[config.mk]
export PLATFORM = sky130hd
export DESIGN_NAME = hdlc_rx_deframer
export DESIGN_NICKNAME = d
export VERILOG_FILES = /design/src/rtl/hdlc_rx_pkg.sv /design/src/rtl/hdlc_run_fsm.sv /design/src/rtl/hdlc_rx_deframer.sv
export SDC_FILE = /design/constraint.sdc
export NUM_CORES = 1
export LEC_CHECK = 0
export CORE_MARGIN = 10
export CORE_UTILIZATION = 52
export CTS_BUF_LIST = sky130_fd_sc_hd__clkbuf_16
export DETAILED_ROUTE_END_ITERATION = 8
export PLACE_DENSITY = 0.81
export SLEW_MARGIN = 40
export SYNTH_ARGS = -nofsm -noshare
export SYNTH_HDL_FRONTEND = slang
export SYNTH_SLANG_ARGS = --single-unit
[constraint.sdc]
create_clock -name clk -period 4.14 [get_ports clk]
set_input_delay 0.828 -clock clk [delete_from_list [all_inputs] [get_ports clk]]
set_output_delay 0.828 -clock clk [all_outputs]
set_load 0.01 [all_outputs]
[src/rtl/hdlc_rx_pkg.sv]
// Shared constants and state-index helpers for the HDLC receive deframer.
// Holds the default run length and word width, the bit positions of each
// one-hot state, and the state-count function used to size the state vector.
package hdlc_rx_pkg;

  localparam int unsigned RUN_LEN_DEF = 5;
  localparam int unsigned DATA_W_DEF  = 8;

  // Bit position of count state Ck (k consecutive 1s seen).
  function automatic int unsigned c_idx(input int unsigned k);
    return k;
  endfunction

  function automatic int unsigned err_idx(input int unsigned run_len);
    return run_len + 2;
  endfunction

  function automatic int unsigned disc_idx(input int unsigned run_len);
    return run_len + 3;
  endfunction

  function automatic int unsigned flag_idx(input int unsigned run_len);
    return run_len + 4;
  endfunction

  // Number of one-hot states for a given run length.
  function automatic int unsigned NS(input int unsigned run_len);
    return run_len + 5;
  endfunction

endpackage

[src/rtl/hdlc_run_fsm.sv]
// One-hot run-length tracker for the HDLC receive deframer.
// Ports:
//   clk, reset      - clock, synchronous active-high reset
//   in_valid, in    - qualified line bit
//   state           - registered one-hot state (C0..C(RUN_LEN+1), ERR, DISC, FLAG)
//   disc_entry_c    - accepted bit moves into DISC (combinational)
//   flag_entry_c    - accepted bit moves into FLAG (combinational)
//   err_entry_c     - accepted bit moves into ERR from outside ERR (combinational)
module hdlc_run_fsm
  import hdlc_rx_pkg::*;
#(
  parameter int unsigned  RUN_LEN = RUN_LEN_DEF,
  localparam int unsigned NSTATE  = hdlc_rx_pkg::NS(RUN_LEN)
) (
  input  logic              clk,
  input  logic              reset,
  input  logic              in_valid,
  input  logic              in,
  output logic [NSTATE-1:0] state,
  output logic              disc_entry_c,
  output logic              flag_entry_c,
  output logic              err_entry_c
);

  localparam int unsigned C_0    = c_idx(0);
  localparam int unsigned C_1    = c_idx(1);
  localparam int unsigned C_2    = c_idx(2);
  localparam int unsigned C_RUN  = c_idx(RUN_LEN);
  localparam int unsigned C_TOP  = c_idx(RUN_LEN + 1);
  localparam int unsigned ERR_I  = err_idx(RUN_LEN);
  localparam int unsigned DISC_I = disc_idx(RUN_LEN);
  localparam int unsigned FLAG_I = flag_idx(RUN_LEN);

  logic [NSTATE-1:0] state_nxt;
  logic              c0_pred;

  // State register; frozen while in_valid is low.
  always_ff @(posedge clk) begin
    if (reset) begin
      state <= NSTATE'(1);
    end else if (in_valid) begin
      state <= state_nxt;
    end
  end

  // Per-bit next state: OR of predecessor bits gated by the line bit, so a
  // corrupted vector propagates bitwise instead of being decoded as a whole.
  always_comb begin
    state_nxt = '0;
    c0_pred   = (|state[C_RUN-1:C_0]) | state[ERR_I] | state[DISC_I] | state[FLAG_I];

    state_nxt[C_0]         = ~in & c0_pred;
    state_nxt[C_1]         = in & (state[C_0] | state[DISC_I] | state[FLAG_I]);
    state_nxt[C_TOP:C_2]   = {RUN_LEN{in}} & state[C_RUN:C_1];
    state_nxt[ERR_I]       = in & (state[C_TOP] | state[ERR_I]);
    state_nxt[DISC_I]      = ~in & state[C_RUN];
    state_nxt[FLAG_I]      = ~in & state[C_TOP];
  end

  assign disc_entry_c = in_valid & state_nxt[DISC_I];
  assign flag_entry_c = in_valid & state_nxt[FLAG_I];
  // Staying in ERR is not a new abort.
  assign err_entry_c  = in_valid & state_nxt[ERR_I] & ~state[ERR_I];

endmodule

[src/rtl/hdlc_rx_deframer.sv]
// HDLC receive deframer: removes stuffed zeros, detects flags and aborts,
// and assembles the unstuffed payload into LSB-first words.
// Ports:
//   clk, reset    - clock, synchronous active-high reset
//   in_valid, in  - qualified line bit from the sampler
//   state         - registered one-hot run-length state (debug)
//   flag          - pulse: flag recognised
//   discard       - pulse: stuffed zero removed
//   abort         - pulse: entry to ERR (7+ ones with defaults)
//   frame_active  - level: inside a frame (set by flag, cleared by abort)
//   data          - last completed word, held between words
//   data_valid    - pulse: data updated with a new word
//   frame_err     - pulse with flag when the closed frame was misaligned
module hdlc_rx_deframer
  import hdlc_rx_pkg::*;
#(
  parameter int unsigned  RUN_LEN = RUN_LEN_DEF,
  parameter int unsigned  DATA_W  = DATA_W_DEF,
  localparam int unsigned NS      = hdlc_rx_pkg::NS(RUN_LEN)
) (
  input  logic              clk,
  input  logic              reset,
  input  logic              in_valid,
  input  logic              in,
  output logic [NS-1:0]     state,
  output logic              flag,
  output logic              discard,
  output logic              abort,
  output logic              frame_active,
  output logic [DATA_W-1:0] data,
  output logic              data_valid,
  output logic              frame_err
);

  localparam int unsigned CNT_W   = $clog2(DATA_W);
  // Leading flag bits (0 then RUN_LEN+1 ones) are shifted in as data before
  // the flag is seen, so an aligned frame ends with exactly this residue.
  localparam int unsigned RESIDUE = RUN_LEN + 2;

  logic [CNT_W-1:0]  cnt;
  logic [DATA_W-1:0] shreg;
  logic [DATA_W-1:0] shreg_nxt;
  logic              disc_entry_c;
  logic              flag_entry_c;
  logic              err_entry_c;
  logic              data_bit_c;

  hdlc_run_fsm #(
    .RUN_LEN (RUN_LEN)
  ) u_run_fsm (
    .clk          (clk),
    .reset        (reset),
    .in_valid     (in_valid),
    .in           (in),
    .state        (state),
    .disc_entry_c (disc_entry_c),
    .flag_entry_c (flag_entry_c),
    .err_entry_c  (err_entry_c)
  );

  assign data_bit_c = in_valid & frame_active & ~(disc_entry_c | flag_entry_c | err_entry_c);
  // Shift in from the MSB so the first bit ends up in bit 0.
  assign shreg_nxt  = {in, shreg[DATA_W-1:1]};

  // Word assembler, frame tracking and output pulses.
  always_ff @(posedge clk) begin
    if (reset) begin
      cnt          <= '0;
      shreg        <= '0;
      frame_active <= 1'b0;
      data         <= '0;
      flag         <= 1'b0;
      discard      <= 1'b0;
      abort        <= 1'b0;
      data_valid   <= 1'b0;
      frame_err    <= 1'b0;
    end else begin
      flag       <= 1'b0;
      discard    <= 1'b0;
      abort      <= 1'b0;
      data_valid <= 1'b0;
      frame_err  <= 1'b0;
      if (flag_entry_c) begin
        flag         <= 1'b1;
        frame_err    <= frame_active && (cnt != CNT_W'(RESIDUE));
        cnt          <= '0;
        shreg        <= '0;
        frame_active <= 1'b1;
      end else if (err_entry_c) begin
        abort        <= 1'b1;
        frame_active <= 1'b0;
        cnt          <= '0;
      end else if (disc_entry_c) begin
        discard <= 1'b1;
      end else if (data_bit_c) begin
        shreg <= shreg_nxt;
        if (cnt == CNT_W'(DATA_W - 1)) begin
          data       <= shreg_nxt;
          data_valid <= 1'b1;
          cnt        <= '0;
        end else begin
          cnt <= cnt + CNT_W'(1);
        end
      end
    end
  end

endmodule

[Word-level counts from Yosys, hierarchy flattened]
Index checks and enable logic that the tools add are counted.
Storage, ports and cells
  word-level logic and storage cells: 57
  register bits after elaboration: 35
Cells by class
  bitwise logic cells: 27
  eq/ne operators: 2
  reduce and logical (&&, ||, !) cells: 10
  add/sub/neg operators: 1
  multiplexer cells: 7
Operators by type and width (number)
  $and 1x1->1: 11
  $reduce_or 5->1: 2
  $or 1x1->1: 8
  $not 1->1: 7
  $mux 1: 6
  $and 5x5->5: 1
  $reduce_and 5->1: 1
  $reduce_or 2->1: 2
  $add 3x1->3 const B: 1
  $eq 3x3->1 const B: 1
  $mux 3: 1
  $ne 3x3->1 const B: 1
  $reduce_and 3->1: 1
  $reduce_or 3->1: 1
  $reduce_and 2->1: 1
  $reduce_bool 2->1: 1
  $logic_and 1x1->1: 1

[Longest topological paths before layout]
  word-level depth: 9
  gate-level depth with buffers: 6
  mapped depth without buffers: 5

[Modules after synthesis]
A second synthesis with hierarchy kept.
Second synthesis, totals
  cell total of the unflattened synthesis: 139
  area total of the unflattened synthesis: 1357.6 µm²
Modules (own cells, without submodules)
  hdlc_rx_deframer: times used 1, area each 953.4 µm², cells an instance 91
  hdlc_run_fsm: times used 1, area each 404.1 µm², cells an instance 48

[Worst setup path before layout]
No wires, ideal clock.
  path kind: input to register
  start point: in in
  end point: reg data[1]
  stages on the path: 5
  arrival time: 1.641 ns
  required time: 4.070 ns
  library setup time: 0.070 ns
  path buffers: 1
  slack: 2.428 ns
  cells stage by stage: nor2b_1 -> o21a_1 -> buf_6 -> or3b_1 -> a21oi_1
Between the ends
  cells in the longest elaborated chain, start to end: 8
Ends and longest elaborated chain
  start: declaration: line hdlc_rx_deframer.sv:24  | input logic in,
  $not 1->1: line hdlc_run_fsm.sv:56, hdlc_run_fsm.sv:57
  $and 1x1->1 (on tied branches): line hdlc_run_fsm.sv:56, hdlc_run_fsm.sv:57
  $and 1x1->1 (on tied branches): line hdlc_run_fsm.sv:60, hdlc_run_fsm.sv:61
  $or 1x1->1 (2 in a row): line hdlc_rx_deframer.sv:61  | assign data_bit_c = in_valid & frame_active & ~(disc_entry_c | flag_entry_c | err_entry_c);
  $not 1->1: line hdlc_rx_deframer.sv:61
  $and 1x1->1: line hdlc_rx_deframer.sv:61
  $reduce_and 5->1 (no line) (*)
  end signal: assignment: line hdlc_rx_deframer.sv:98  | data <= shreg_nxt;
  end: declaration: line hdlc_rx_deframer.sv:30  | output logic [DATA_W-1:0] data,
Every way passes the cells marked *; elsewhere a longest branch is shown, timed or not.
A chain may end at the register's enable or synchronous reset.

[Final worst setup path]
  start point: in in_valid
  end point: reg data[0]
Between the ends
  cells in the longest elaborated chain, start to end: 6
Ends and longest elaborated chain
  start: declaration: line hdlc_rx_deframer.sv:23  | input logic in_valid,
  $and 1x1->1 (on tied branches): line hdlc_run_fsm.sv:60, hdlc_run_fsm.sv:61, hdlc_run_fsm.sv:63
  $or 1x1->1 or $and 1x1->1 (tied branches): line hdlc_rx_deframer.sv:61, hdlc_run_fsm.sv:63
  $or 1x1->1: line hdlc_rx_deframer.sv:61
  $not 1->1: line hdlc_rx_deframer.sv:61
  $and 1x1->1: line hdlc_rx_deframer.sv:61
  $reduce_and 5->1 (no line) (*)
Marks and branches as above.

==> results.yml <==
outcome:
  status: "complete, no violations"
logic_synthesis:
  synthArstFlopShare: 0
  syn_area_um2: 1370
  synth_ff_type: "dfxtp_1"
  netlist_instances: 148
  synth_edf_count: 0
  synth_warnings: 0
  ys_seq_elements: 34
  yosysUniqueCellTypes: 31
  syn-num-nets: 154
  avgSynthCellArea_um2: 9.24
  ys_seq_area_frac: 0.498
timing:
  slew_headroom: 0.575
  worst_slew_pin_slew_ps: 636
  clock_skew_ps: 2.39
  rsz0062_at_grt: "false"
  fin_crit_sh: 0.657
  fmax_mhz: 367
  min_period_ps: 2720
  hold_violations: 0
  hold_slack_ps: 478
  tns_ps: 0
  setup_viol: 0
  maxSlewViolCount: 0
cells_and_area:
  final_cell_count_no_fill: 202
  finish.instance_area_um2: 1750
  final_common_cell: "dfxtp_1"
  finalNetCount: 177
  fill_cells: 204
  diodes: 0
  syn2layout_area_growth_pct: 27.7
  final_cell_mix: "dfxtp_1, clkdlybuf4s50_1, a21oi_1, o21ai_0, nand2_1"
  layout-drive-gt1-share: 0.0465
clock_network:
  cts_hold_buf: 0
  cts_tree: "yes"
  cts_resized: 0
  cts.sinks: 34
  cts_max_path_buffers: 2
  cts.reportedPaths.clkPinSlew_ps: 50
  htree_levels: 2
  numCtsBuffers: 5
  cts_setup_buffers: 0
  insertion_delay_ps: 270
  clockRootBuffer: "clkbuf_16"
place:
  gp_congestion: 0.764
  dp_hpwl_um: 2090
  dpl_cell_area_um2: 1620
  place_inst: 194
  io_buffer_count: 27
drt:
  drt_iter0_drc: 67
  ant_nets: 0
  wl_per_cell_um: 14.5
  routed_via_density: 5.61
  vias: 1134
  drc: 0
  drt_pass1_iterations: 6
  wirelength_um: 2940
global_routing:
  grt_pass1_wl_um: 4890
  track_usage: 0.118
  grt_max_degree: 26
  grt-ovfl-total: 0
  antenna_found_initial: 0
  grt_pass1_vias: 1032
setup_path:
  critPathLaunchType: "primary input"
  cp.required_ps: 4340
  worstPathArrival_ps: 2930
  path_cells: "clkdlybuf4s50_1, nand3_1, or3b_2, a21oi_1"
  end_kind: "flop"
  path_delay_family: "simple AND/OR/NAND/NOR gates"
  slowest_stage: "clkdlybuf4s50_1"
  slowest_delay_ps: 880
  path_buf_inv: 1
  cp_max_fo: 22
  worstSetupPathType: "primary input to flop"
floorplan:
  die-width_um: 71.3
  rows: 18
  core_area_um2: 2500
  ios: 28
  die_h_um: 71.3
  initial_core_util: 0.547
  die_area_um2: 5080
pwr:
  power_density_nw_per_um2: 396
  power.total_mw: 0.692
  p_leak_nw: 0.627
  peakVddDrop_v: 0.000306
min_path:
  hold_path.class: "flop to flop"
run:
  cap_violations: 0
through the flow:
step	util	setup slack, ps
finish	0.699	1420
global route	0.699	1230
CTS	0.701	1400
detailed placement	0.646	1150
global placement	0.646	1240
floorplan	-	2430
synth_stat cells, types with 2 or more instances:
library cell / count / share of area
a21oi_1: 16 / 0.059
buf_2: 2 / 0.0073
buf_6: 2 / 0.016
clkbuf_1: 6 / 0.016
dfxtp_1: 34 / 0.50
ha_1: 2 / 0.018
mux2i_1: 7 / 0.051
nand2_1: 12 / 0.033
nand2b_1: 10 / 0.046
nand3_1: 6 / 0.022
nand3b_1: 3 / 0.016
nor2_1: 3 / 0.0082
nor2b_1: 4 / 0.018
nor3_1: 4 / 0.015
o211ai_1: 4 / 0.022
o21ai_0: 13 / 0.048
or3b_1: 6 / 0.038
flip-flops by register name, summed over array words and instances, names as in the netlist:
signal / cells
frame_err: 1
data: 8
u_run_fsm.state: 10
discard: 1
shreg: 7
flag: 1
frame_active: 1
abort: 1
data_valid: 1
cnt: 3
worst register-to-register path, stage by stage (launching register included):
cell and delay [ps]:
dfxtp_1 350, ha_1 160, ha_1 230, nand3_1 360, or3b_2 590, a21oi_1 130
final timing paths:
| check | startpoint | end | slack (ps) | depth (start not counted) |
|---|---|---|---|---|
| worst max-delay path | in_valid | data[0]$_SDFFE_PP0P_ | 1420 | 4 |
| worst min-delay path | data[1]$_SDFFE_PP0P_ | data[1]$_SDFFE_PP0P_ | 480 | 2 |
| worst max register to register | cnt[0]$_SDFFE_PP0P_ | data[0]$_SDFFE_PP0P_ | 2260 | 5 |
| worst min register to register | data[1]$_SDFFE_PP0P_ | data[1]$_SDFFE_PP0P_ | 480 | 2 |
where the power goes:
part,switching [mW],leakage [nW],internal [mW]
clock,0.122,0.0663,0.216
combinational,0.0140,0.286,0.00984
sequential,0.00148,0.274,0.330
metal layers:
layer,global-route usage,up-vias,share of wire
met5,0,-,0
met4,0.0452,0,0.0078
met3,0.0675,4,0.091
met2,0.176,31,0.46
met1,0.135,535,0.44
li1,-,564,-
cell families (layout without fill, tap and decap cells):
group / Yosys count / count (layout) / share of synthesized area
buf+inv: 12 / 36 / 0.0467
simple gates: 55 / 55 / 0.234
mux: 7 / 7 / 0.0512
fa+ha+maj: 2 / 2 / 0.0183
flops: 34 / 34 / 0.498
compound gates: 38 / 38 / 0.152
area by class of cell:
class | instances | area, µm² | area share
clock buffers | 5 | 125 | 0.0716
clock inverters | 3 | 11.3 | 0.00645
inverters | 1 | 3.75 | 0.00215
multi-input cells | 102 | 623 | 0.357
flip-flops and latches | 34 | 681 | 0.390
well taps | 30 | 37.5 | 0.0215
repair buffers | 27 | 265 | 0.152
Power figures use the tool's default switching activity.
==> patch, RTL diff (same settings) <==
The package constant `DATA_W_DEF` goes from 8 to 16.
--- a/src/rtl/hdlc_rx_pkg.sv
+++ b/src/rtl/hdlc_rx_pkg.sv
@@ -4,7 +4,7 @@
 package hdlc_rx_pkg;
 
   localparam int unsigned RUN_LEN_DEF = 5;
-  localparam int unsigned DATA_W_DEF  = 8;
+  localparam int unsigned DATA_W_DEF  = 16;
 
   // Bit position of count state Ck (k consecutive 1s seen).
   function automatic int unsigned c_idx(input int unsigned k);
Ports: changed (resized data); port bits go from 28 to 36. The function was not compared with the original's and may differ.
==> patch against the unedited design <==
Clock power rose by 12%; combinational power increased by 33%; total power grew 31%; design area is 49% higher; sequential share of layout area is 0.21 points higher; sequential cell count rose by 17; synthesized area rose by 55%; wire length rose by 42%; setup slack gained 0.050 ns.
==> patch: results (changes against the unedited design) <==
{| class="wikitable"
! Metric !! Value
|-
| Detailed-routed wire length on met3 || 257 um (-3.4%)
|-
| Final RePlAce weighted congestion || 0.749 (-1.9%)
|-
| Crit path DAT || 2.88 ns (-0.05 ns)
|-
| Transition time at the pin with the least slew margin || 0.675 ns (+0.0394 ns)
|-
| Vias in the first global route || 1,530 (+48%)
|-
| Largest registers || data (16), shreg (15), u_run_fsm.state (10)
|-
| Placed Cells || 302 (+56%)
|-
| Met1 capacity usage during global routing || 13.9% (+0.43 points)
|-
| Register area share after synthesis || 48.3% (-1.5 points)
|-
| Global-route wire length before repair || 7.28 mm (+49%)
|-
| Setup slack after placement || 1.17 ns (+0.0146 ns)
|-
| Largest cells by area after synthesis || sky130_fd_sc_hd__dfxtp_1 (48%), sky130_fd_sc_hd__nand2b_1 (12%), sky130_fd_sc_hd__mux2i_1 (7.6%)
|-
| Worst Skew || 0.00440 ns (+0.00202 ns)
|-
| Final critical-path share of the clock period || 64.5% (-1.2 points)
|-
| Leakage power figure || 0.814 nW (+30%)
|-
| Adder and majority gate portion of the synthesized area || 0.591% (-1.2 points)
|-
| Critical path launch point || in
|-
| Clock network power || 0.000380 W (+12%)
|-
| Share of layout cells above drive strength 1 || 5.77% (+1.1 points)
|-
| Number of nets produced by synthesis || 236 (+53%)
|-
| Via density per instance || 5.39 (-3.9%)
|-
| Worst IR drop on VDD || 0.000236 V (-23%)
|-
| Non-Filler Instances || 310 (+53%)
|-
| Pin count of the biggest net entering global routing || 36 (+38%)
|-
| Met2 track demand over resource || 19.3% (+1.7 points)
|-
| Startpoint of the lowest-slack register-to-register path || u_run_fsm.state[7]
|-
| DRC violation total after the first TritonRoute iteration || 112 (+67%)
|-
| Mux contribution to synthesized area || 7.57% (+2.4 points)
|-
| Total net switching power || 0.000181 W (+32%)
|-
| Final HPWL DP || 2.88 mm (+38%)
|-
| Total internal power || 0.000725 W (+31%)
|-
| Met3 demand-to-capacity share in global routing || 4.39% (-2.4 points)
|-
| Gate count of the mapped netlist || 231 (+56%)
|-
| Count of nets after finishing || 264 (+49%)
|-
| Number of port buffers || 35 (+30%)
|-
| Status || complete, no violations
|-
| Cell variety after synth || 30 (-3.2%)
|-
| Most numerous cell types in the synthesized netlist || sky130_fd_sc_hd__dfxtp_1 (51), sky130_fd_sc_hd__nand2b_1 (41), sky130_fd_sc_hd__a21oi_1 (30), sky130_fd_sc_hd__nand3_1 (23), sky130_fd_sc_hd__o21ai_0 (19)
|-
| Hold Slack || 0.467 ns (-0.0110 ns)
|-
| Share of the synthesized area in compound gates (AO/OA/AOI/OAI) || 13.5% (-1.7 points)
|-
| Average routed wire per standard cell || 13.5 um (-7.5%)
|}
patch: cell types whose count changed in the layout (fill, tap and decap cells not counted), moves of 5 or more:
cell,before,now
sky130_fd_sc_hd__nand2_1,12,7
sky130_fd_sc_hd__clkdlybuf4s50_1,26,35
sky130_fd_sc_hd__mux2i_1,7,16
sky130_fd_sc_hd__nand3_1,6,23
sky130_fd_sc_hd__dfxtp_1,34,51
sky130_fd_sc_hd__a21oi_1,16,30
sky130_fd_sc_hd__nand2b_1,10,41
sky130_fd_sc_hd__o21ai_0,13,19
sky130_fd_sc_hd__or3b_1,6,0
patch: final cells by class:
class / count / area [um^2]
multi-input cells: 163 / 1010
fillers: 341 / 1370
flip-flops and latches: 51 / 1020
clock inverters: 3 / 11.3
clock buffers: 5 / 125
well taps: 50 / 62.6
repair buffers: 38 / 373
patch: path summary, 6_finish.rpt:
check / endpoint / cells past startpoint
worst max-delay path: data[13] / 5
worst min-delay path: data[0] / 2
worst max register to register: data[13] / 5
worst min register to register: data[0] / 2
